--- config.mk ---
export PLATFORM = sky130hd
export DESIGN_NAME = mips_mc_sequencer
export DESIGN_NICKNAME = d
export VERILOG_FILES = /design/src/rtl/mips_pkg.sv /design/src/rtl/mips_instr_decoder.sv /design/src/rtl/mips_mc_sequencer.sv
export SDC_FILE = /design/constraint.sdc
export NUM_CORES = 1
export LEC_CHECK = 0
export BUFFER_PORTS_ARGS = -buffer_cell sky130_fd_sc_hd__buf_2
export CORE_MARGIN = 2
export CORE_UTILIZATION = 35
export CTS_CLUSTER_SIZE = 12
export DETAILED_ROUTE_END_ITERATION = 8
export PLACE_DENSITY_LB_ADDON = 0.3
export SLEW_MARGIN = 10
export SYNTH_ARGS = -nofsm -noshare
export SYNTH_HDL_FRONTEND = slang
export SYNTH_HIERARCHICAL = 1
export SYNTH_SLANG_ARGS = --single-unit
--- constraint.sdc ---
create_clock -name clk -period 3.3 [get_ports clk]
set_input_delay 0 -clock clk [delete_from_list [all_inputs] [get_ports clk]]
set_output_delay 0 -clock clk [all_outputs]
set_load 0.05 [all_outputs]
--- src/rtl/mips_pkg.sv ---
// Shared encodings for the multi-cycle MIPS sequencer: opcodes, functs, ALU ops,
// sequencer states, trap causes and decoded instruction classes.
package mips_pkg;

    localparam logic [5:0] OP_RTYPE = 6'b000000;
    localparam logic [5:0] OP_ADDI  = 6'b001000;
    localparam logic [5:0] OP_LW    = 6'b100011;
    localparam logic [5:0] OP_SW    = 6'b101011;
    localparam logic [5:0] OP_BEQ   = 6'b000100;
    localparam logic [5:0] OP_BNE   = 6'b000101;
    localparam logic [5:0] OP_J     = 6'b000010;

    localparam logic [5:0] FN_ADD   = 6'b100000;
    localparam logic [5:0] FN_SUB   = 6'b100010;
    localparam logic [5:0] FN_AND   = 6'b100100;
    localparam logic [5:0] FN_SLT   = 6'b101010;
    localparam logic [5:0] FN_JR    = 6'b001000;

    localparam logic [1:0] ALU_ADD  = 2'b00;
    localparam logic [1:0] ALU_SUB  = 2'b01;
    localparam logic [1:0] ALU_AND  = 2'b10;
    localparam logic [1:0] ALU_SLT  = 2'b11;

    typedef enum logic [2:0] {
        FETCH  = 3'd0,
        DECODE = 3'd1,
        EXEC   = 3'd2,
        MEM    = 3'd3,
        WB     = 3'd4,
        TRAP   = 3'd5
    } seq_state_t;

    typedef enum logic [1:0] {
        TC_NONE     = 2'b00,
        TC_ILLEGAL  = 2'b01,
        TC_FETCH_TO = 2'b10,
        TC_MISALIGN = 2'b11
    } trap_cause_t;

    typedef enum logic [2:0] {
        IC_ALU  = 3'd0,
        IC_ADDI = 3'd1,
        IC_LW   = 3'd2,
        IC_SW   = 3'd3,
        IC_BEQ  = 3'd4,
        IC_BNE  = 3'd5,
        IC_J    = 3'd6,
        IC_JR   = 3'd7
    } instr_class_t;

    function automatic logic [31:0] branch_offset(input logic [15:0] imm);
        return {{14{imm[15]}}, imm, 2'b00};
    endfunction

endpackage

--- src/rtl/mips_instr_decoder.sv ---
// Combinational instruction decode: opcode/funct to instruction class and
// datapath control fields, flagging anything outside the supported subset.
module mips_instr_decoder
    import mips_pkg::*;
(
    input  logic [5:0]   i_opcode,
    input  logic [5:0]   i_funct,
    output instr_class_t o_class,
    output logic [1:0]   o_alu_op,
    output logic         o_alu_src,
    output logic         o_reg_dst,
    output logic         o_illegal
);

    always_comb begin
        o_class   = IC_ALU;
        o_alu_op  = ALU_ADD;
        o_alu_src = 1'b0;
        o_reg_dst = 1'b0;
        o_illegal = 1'b0;
        case (i_opcode)
            OP_RTYPE: begin
                o_reg_dst = 1'b1;
                case (i_funct)
                    FN_ADD:  o_alu_op = ALU_ADD;
                    FN_SUB:  o_alu_op = ALU_SUB;
                    FN_AND:  o_alu_op = ALU_AND;
                    FN_SLT:  o_alu_op = ALU_SLT;
                    FN_JR: begin
                        o_class   = IC_JR;
                        o_reg_dst = 1'b0;
                    end
                    default: begin
                        o_reg_dst = 1'b0;
                        o_illegal = 1'b1;
                    end
                endcase
            end
            OP_ADDI: begin
                o_class   = IC_ADDI;
                o_alu_src = 1'b1;
            end
            OP_LW: begin
                o_class   = IC_LW;
                o_alu_src = 1'b1;
            end
            OP_SW: begin
                o_class   = IC_SW;
                o_alu_src = 1'b1;
            end
            OP_BEQ: begin
                o_class  = IC_BEQ;
                o_alu_op = ALU_SUB;
            end
            OP_BNE: begin
                o_class  = IC_BNE;
                o_alu_op = ALU_SUB;
            end
            OP_J:    o_class = IC_J;
            default: o_illegal = 1'b1;
        endcase
    end

endmodule

--- src/rtl/mips_mc_sequencer.sv ---
// Multi-cycle MIPS control sequencer: owns PC and IR, fetches over req/ack and
// steps the datapath one phase per state. All outputs are registered.
//
//   state  | meaning
//   FETCH  | imem_req high, waiting for imem_ack (bounded by FETCH_TIMEOUT)
//   DECODE | pc += 4, reject unsupported encodings
//   EXEC   | ALU controls valid; branches/jumps resolve here
//   MEM    | dmem_req high until dmem_ack
//   WB     | single-cycle register-file write
//   TRAP   | halted, everything idle until reset
module mips_mc_sequencer
    import mips_pkg::*;
#(
    parameter logic [31:0] RESET_PC      = 32'h0000_0000,
    parameter int unsigned FETCH_TIMEOUT = 16
) (
    input  logic        clk,
    input  logic        reset,
    output logic        o_imem_req,
    output logic [31:0] o_imem_addr,
    input  logic        i_imem_ack,
    input  logic [31:0] i_imem_rdata,
    output logic [31:0] o_instr,
    output logic        o_alu_src,
    output logic [1:0]  o_alu_op,
    input  logic        i_alu_zero,
    input  logic [31:0] i_rs_data,
    output logic        o_reg_write,
    output logic        o_reg_dst,
    output logic        o_wb_sel,
    output logic        o_dmem_req,
    output logic        o_dmem_we,
    input  logic        i_dmem_ack,
    output logic        o_retire,
    output logic        o_trap,
    output logic [1:0]  o_trap_cause
);

    localparam int unsigned   TW      = $clog2(FETCH_TIMEOUT + 1);
    localparam logic [TW-1:0] TO_LAST = TW'(FETCH_TIMEOUT - 1);

    seq_state_t   r_state;
    logic [31:0]  r_pc;
    logic [31:0]  r_ir;
    logic [TW-1:0] r_wait_cnt;
    logic         r_imem_req;
    logic         r_alu_src;
    logic [1:0]   r_alu_op;
    logic         r_reg_write;
    logic         r_reg_dst;
    logic         r_wb_sel;
    logic         r_dmem_req;
    logic         r_dmem_we;
    logic         r_retire;
    logic         r_trap;
    trap_cause_t  r_trap_cause;

    instr_class_t w_class;
    logic [1:0]   w_alu_op;
    logic         w_alu_src;
    logic         w_reg_dst;
    logic         w_illegal;
    logic [31:0]  w_pc_branch;
    logic [31:0]  w_pc_jump;
    logic         w_taken;

    mips_instr_decoder u_decoder (
        .i_opcode  (r_ir[31:26]),
        .i_funct   (r_ir[5:0]),
        .o_class   (w_class),
        .o_alu_op  (w_alu_op),
        .o_alu_src (w_alu_src),
        .o_reg_dst (w_reg_dst),
        .o_illegal (w_illegal)
    );

    // r_pc already holds pc+4 by the time EXEC uses these targets
    assign w_pc_branch = r_pc + branch_offset(r_ir[15:0]);
    assign w_pc_jump   = {r_pc[31:28], r_ir[25:0], 2'b00};
    assign w_taken     = (w_class == IC_BEQ) ? i_alu_zero : ~i_alu_zero;

    always_ff @(posedge clk or posedge reset) begin
        if (reset) begin
            r_state      <= FETCH;
            r_pc         <= RESET_PC;
            r_ir         <= 32'h0;
            r_wait_cnt   <= '0;
            r_imem_req   <= 1'b0;
            r_alu_src    <= 1'b0;
            r_alu_op     <= ALU_ADD;
            r_reg_write  <= 1'b0;
            r_reg_dst    <= 1'b0;
            r_wb_sel     <= 1'b0;
            r_dmem_req   <= 1'b0;
            r_dmem_we    <= 1'b0;
            r_retire     <= 1'b0;
            r_trap       <= 1'b0;
            r_trap_cause <= TC_NONE;
        end else begin
            r_retire    <= 1'b0;
            r_reg_write <= 1'b0;
            r_reg_dst   <= 1'b0;
            r_wb_sel    <= 1'b0;
            r_alu_src   <= 1'b0;
            r_alu_op    <= ALU_ADD;
            case (r_state)
                FETCH: begin
                    if (!r_imem_req) begin
                        r_imem_req <= 1'b1;
                    end else if (i_imem_ack) begin
                        r_ir       <= i_imem_rdata;
                        r_imem_req <= 1'b0;
                        r_wait_cnt <= '0;
                        r_state    <= DECODE;
                    end else if (r_wait_cnt == TO_LAST) begin
                        r_imem_req   <= 1'b0;
                        r_wait_cnt   <= '0;
                        r_trap       <= 1'b1;
                        r_trap_cause <= TC_FETCH_TO;
                        r_state      <= TRAP;
                    end else begin
                        r_wait_cnt <= r_wait_cnt + 1'b1;
                    end
                end
                DECODE: begin
                    r_pc <= r_pc + 32'd4;
                    if (w_illegal) begin
                        r_trap       <= 1'b1;
                        r_trap_cause <= TC_ILLEGAL;
                        r_state      <= TRAP;
                    end else begin
                        r_alu_src <= w_alu_src;
                        r_alu_op  <= w_alu_op;
                        r_state   <= EXEC;
                    end
                end
                EXEC: begin
                    case (w_class)
                        IC_ALU, IC_ADDI: begin
                            r_reg_write <= 1'b1;
                            r_reg_dst   <= w_reg_dst;
                            r_state     <= WB;
                        end
                        IC_LW, IC_SW: begin
                            r_dmem_req <= 1'b1;
                            r_dmem_we  <= (w_class == IC_SW);
                            r_state    <= MEM;
                        end
                        IC_BEQ, IC_BNE: begin
                            if (w_taken) r_pc <= w_pc_branch;
                            r_retire   <= 1'b1;
                            r_imem_req <= 1'b1;
                            r_state    <= FETCH;
                        end
                        IC_J: begin
                            r_pc       <= w_pc_jump;
                            r_retire   <= 1'b1;
                            r_imem_req <= 1'b1;
                            r_state    <= FETCH;
                        end
                        default: begin
                            if (i_rs_data[1:0] != 2'b00) begin
                                r_trap       <= 1'b1;
                                r_trap_cause <= TC_MISALIGN;
                                r_state      <= TRAP;
                            end else begin
                                r_pc       <= i_rs_data;
                                r_retire   <= 1'b1;
                                r_imem_req <= 1'b1;
                                r_state    <= FETCH;
                            end
                        end
                    endcase
                end
                MEM: begin
                    if (i_dmem_ack) begin
                        r_dmem_req <= 1'b0;
                        r_dmem_we  <= 1'b0;
                        if (r_dmem_we) begin
                            r_retire   <= 1'b1;
                            r_imem_req <= 1'b1;
                            r_state    <= FETCH;
                        end else begin
                            r_reg_write <= 1'b1;
                            r_wb_sel    <= 1'b1;
                            r_state     <= WB;
                        end
                    end
                end
                WB: begin
                    r_retire   <= 1'b1;
                    r_imem_req <= 1'b1;
                    r_state    <= FETCH;
                end
                TRAP: begin
                    r_state <= TRAP;
                end
                default: begin
                    r_state <= TRAP;
                end
            endcase
        end
    end

    assign o_imem_req   = r_imem_req;
    assign o_imem_addr  = r_pc;
    assign o_instr      = r_ir;
    assign o_alu_src    = r_alu_src;
    assign o_alu_op     = r_alu_op;
    assign o_reg_write  = r_reg_write;
    assign o_reg_dst    = r_reg_dst;
    assign o_wb_sel     = r_wb_sel;
    assign o_dmem_req   = r_dmem_req;
    assign o_dmem_we    = r_dmem_we;
    assign o_retire     = r_retire;
    assign o_trap       = r_trap;
    assign o_trap_cause = r_trap_cause;

endmodule

==> metrics.cfg <==
[floorplanning]
fp.dieW_um=138
coreArea_um2=17800
io_pins=146
die_area_um2=19200
die_h_um=138
start_util_pct=35.5
rows=49

[placement]
detailed_place_hpwl_um=15600
dp.cells=1101
gp_congestion=0.922
port_buffers=145

[grt]
grt_pass1_vias=6354
grt_antenna_before_repair=0
grt_usage_pct=21.9
grt_max_degree=32
overflow=0
grt_pass1_wl_um=34000

[clocking]
insertion_delay_ns=0.36
cts_buffers=9
ctsLongestPathBuffers=2
clkTransAtPathRegs_ns=0.07
htree_levels=3
clock-sinks=85
cts_tree=yes
clockRootBuffer=clkbuf_16

[routing]
wirelength_um=21000
highest_layer=met4
firstDrtPassIters=5
first_iter_violations=487
drt-met1-wl_um=9380
vias=6563
wl_per_cell_um=18.2
drc_errors=0
detail-route-antenna-nets=0
vias_per_cell=5.68
route.met2.wl_um=9760
met3_length_um=1480

[sta]
fin_crit_sh_pct=92.3
clock_skew_ns=0.00868
fin_setup_tns_ns=0
finalHoldViolCount=0
maxSlewHeadroom_pct=53.9
drv_slew=0
tightest_slew_ns=0.691
clock.fmax_mhz=328
setup_viol=0
rsz0062_at_grt=false
period_minus_slack_ns=3.04

[finish]
layout-area-overhead-vs-synth_pct=28.7
final_common_cell=buf_2
final_util_pct=45.7
most-common-layout-cells=buf_2 (145), dfrtp_1 (84), a21oi_1 (72), nand2_1 (71), o21ai_0 (59)
antenna_cells=0
final_nets=1023
final_cells=1156
fillers=1703
drive_above_1_share_pct=27.1

[critical_path]
crit_type=flop to flop
path_delay_family=simple AND/OR/NAND/NOR gates
end_kind=flop
crit_slowest_cell=dfrtp_1
crit_fanout=10
slowest_delay_ns=0.51
path_cells=nor4_4 > nand4_1 > nand2_1 > inv_1 > nor2_1 > and2_1 > nand3_1 > a21oi_1 > nand2_1 > buf_4 > a221oi_1 > o21ai_0 > o311a_1
crit_arrival_ns=3.29
cp.required_ns=3.54
critPathLaunchType=flop
path_common_cell=nand2_1
path_buf_inv=2

[min_path]
hold_path_class=input port to flop

[power_and_ir_drop]
p_leak_uw=0.00381
vdd_drop_max_uv=261
cellPowerDensity_nw_per_um2=276

[yosys]
synth.area.top_cells=dfrtp_1 (34%), ha_1 (6.1%), a21oi_1 (5.7%)
synth_nets=830
synth_top_area_share_pct=33.6
seq_area_frac_synth_pct=33.6
yosys_warnings=6
synthCells=729
synth.distinct_cells=82
yosys.area.top_type=dfrtp_1
synth_area_um2=6330
async_flop_share_pct=100
synth-main-ff-cell=dfrtp_1
synth-seq-cells=85
avgSynthCellArea_um2=8.68
synth_edf_count=0

[outcome]
status=finished clean

[flow_run]
maxCapViolations=0

## layer usage
metal	track usage, %	vias to the layer above
met1	29.5	3135
met2	35.9	252
li1	-	3144
met5	0	-
met4	6.07	0
met3	4.75	32
## synth_stat cells (all sizes together) (19+ instances only)
library cell and instances:
a21oi 72, a221oi 22, clkbuf 19, dfrtp 85, ha 31, mux2 32
nand2 72, nand3 24, nor2 57, nor3 22, o21ai 64
## per-stage QoR
stage	hold WS, ns	setup slack (ns)	total power (uW)	instance area [um2]
after floorplan	0.150	0.213	1090	6330
after global placement	0.0698	0.387	1150	7440
after detailed placement	0.0705	0.306	1150	7440
after CTS	0.00409	0.277	2260	8140
after global routing	0.0350	0.0265	2320	8150
final	0.0120	0.255	2250	8150
## path summary, 6_finish.rpt
check | startpoint | to | slack, ns | cells past startpoint
worst max-delay path | o_instr[27]$_DFFE_PP0P_ | o_imem_addr[21]$_DFFE_PP0P_ | 0.26 | 13
worst min-delay path | i_rs_data[30] | o_imem_addr[30]$_DFFE_PP0P_ | 0.01 | 4
worst max register to register | o_instr[27]$_DFFE_PP0P_ | o_imem_addr[21]$_DFFE_PP0P_ | 0.26 | 13
worst min register to register | o_trap$_DFFE_PP0P_ | o_trap$_DFFE_PP0P_ | 0.47 | 1
max in group asynchronous | reset | o_instr[28]$_DFFE_PP0P_ | 2.25 | 4
min in group asynchronous | reset | o_instr[27]$_DFFE_PP0P_ | 0.22 | 3
## registers in the layout, indices dropped and copies added, names as in the netlist, 2 cells and up
signal	count
o_trap_cause	2
o_instr	32
o_alu_op	2
o_imem_addr	32
r_wait_cnt	5
r_state	3
## layout make-up
class                      instances  area, um2  area share, %
timing repair buffer             213       1360           16.7
sequential                        85       2130           26.1
multi-input combinational        596       4000           49.1
clock inverter                     6       70.1          0.860
tap                              229        287           3.52
inverter                          17       65.1          0.798
clock buffer                      10        239           2.93
## cell families (layout without fill, tap and decap cells)
kind of cell    after synthesis  in the layout  share of synthesized area, %
buf+inv                      48            246                          3.32
flops                        85             85                          33.6
xor+xnor                     24             24                          3.32
compound gates              256            256                          26.6
mux                          36             36                          6.32
fa+ha+maj                    32             32                          6.44
simple gates                248            248                          20.4
## what timing repair did
action	CTS	global route
setup buffers	0	0
setup endpoints to repair	0	2
hold buffers	39	0
resized for setup	0	2
hold endpoints to repair	67	0
## tightest hold or removal path: cells and delay by family
kind                   cells  cell delay [ns]
AND/OR/NAND/NOR            1             0.05
AO/OA/AOI/OAI              2             0.19
buffers and inverters      1             0.09
## report_power, final
group          internal (uW)  leakage, uW  total [uW]  switching (uW)
sequential              1040      0.00111        1040           0.756
combinational           65.3      0.00256         118            52.6
clock                    612     0.000141        1090             474
total                   1720      0.00381        2250             528
No activity file was read; power rests on OpenSTA's default activity.
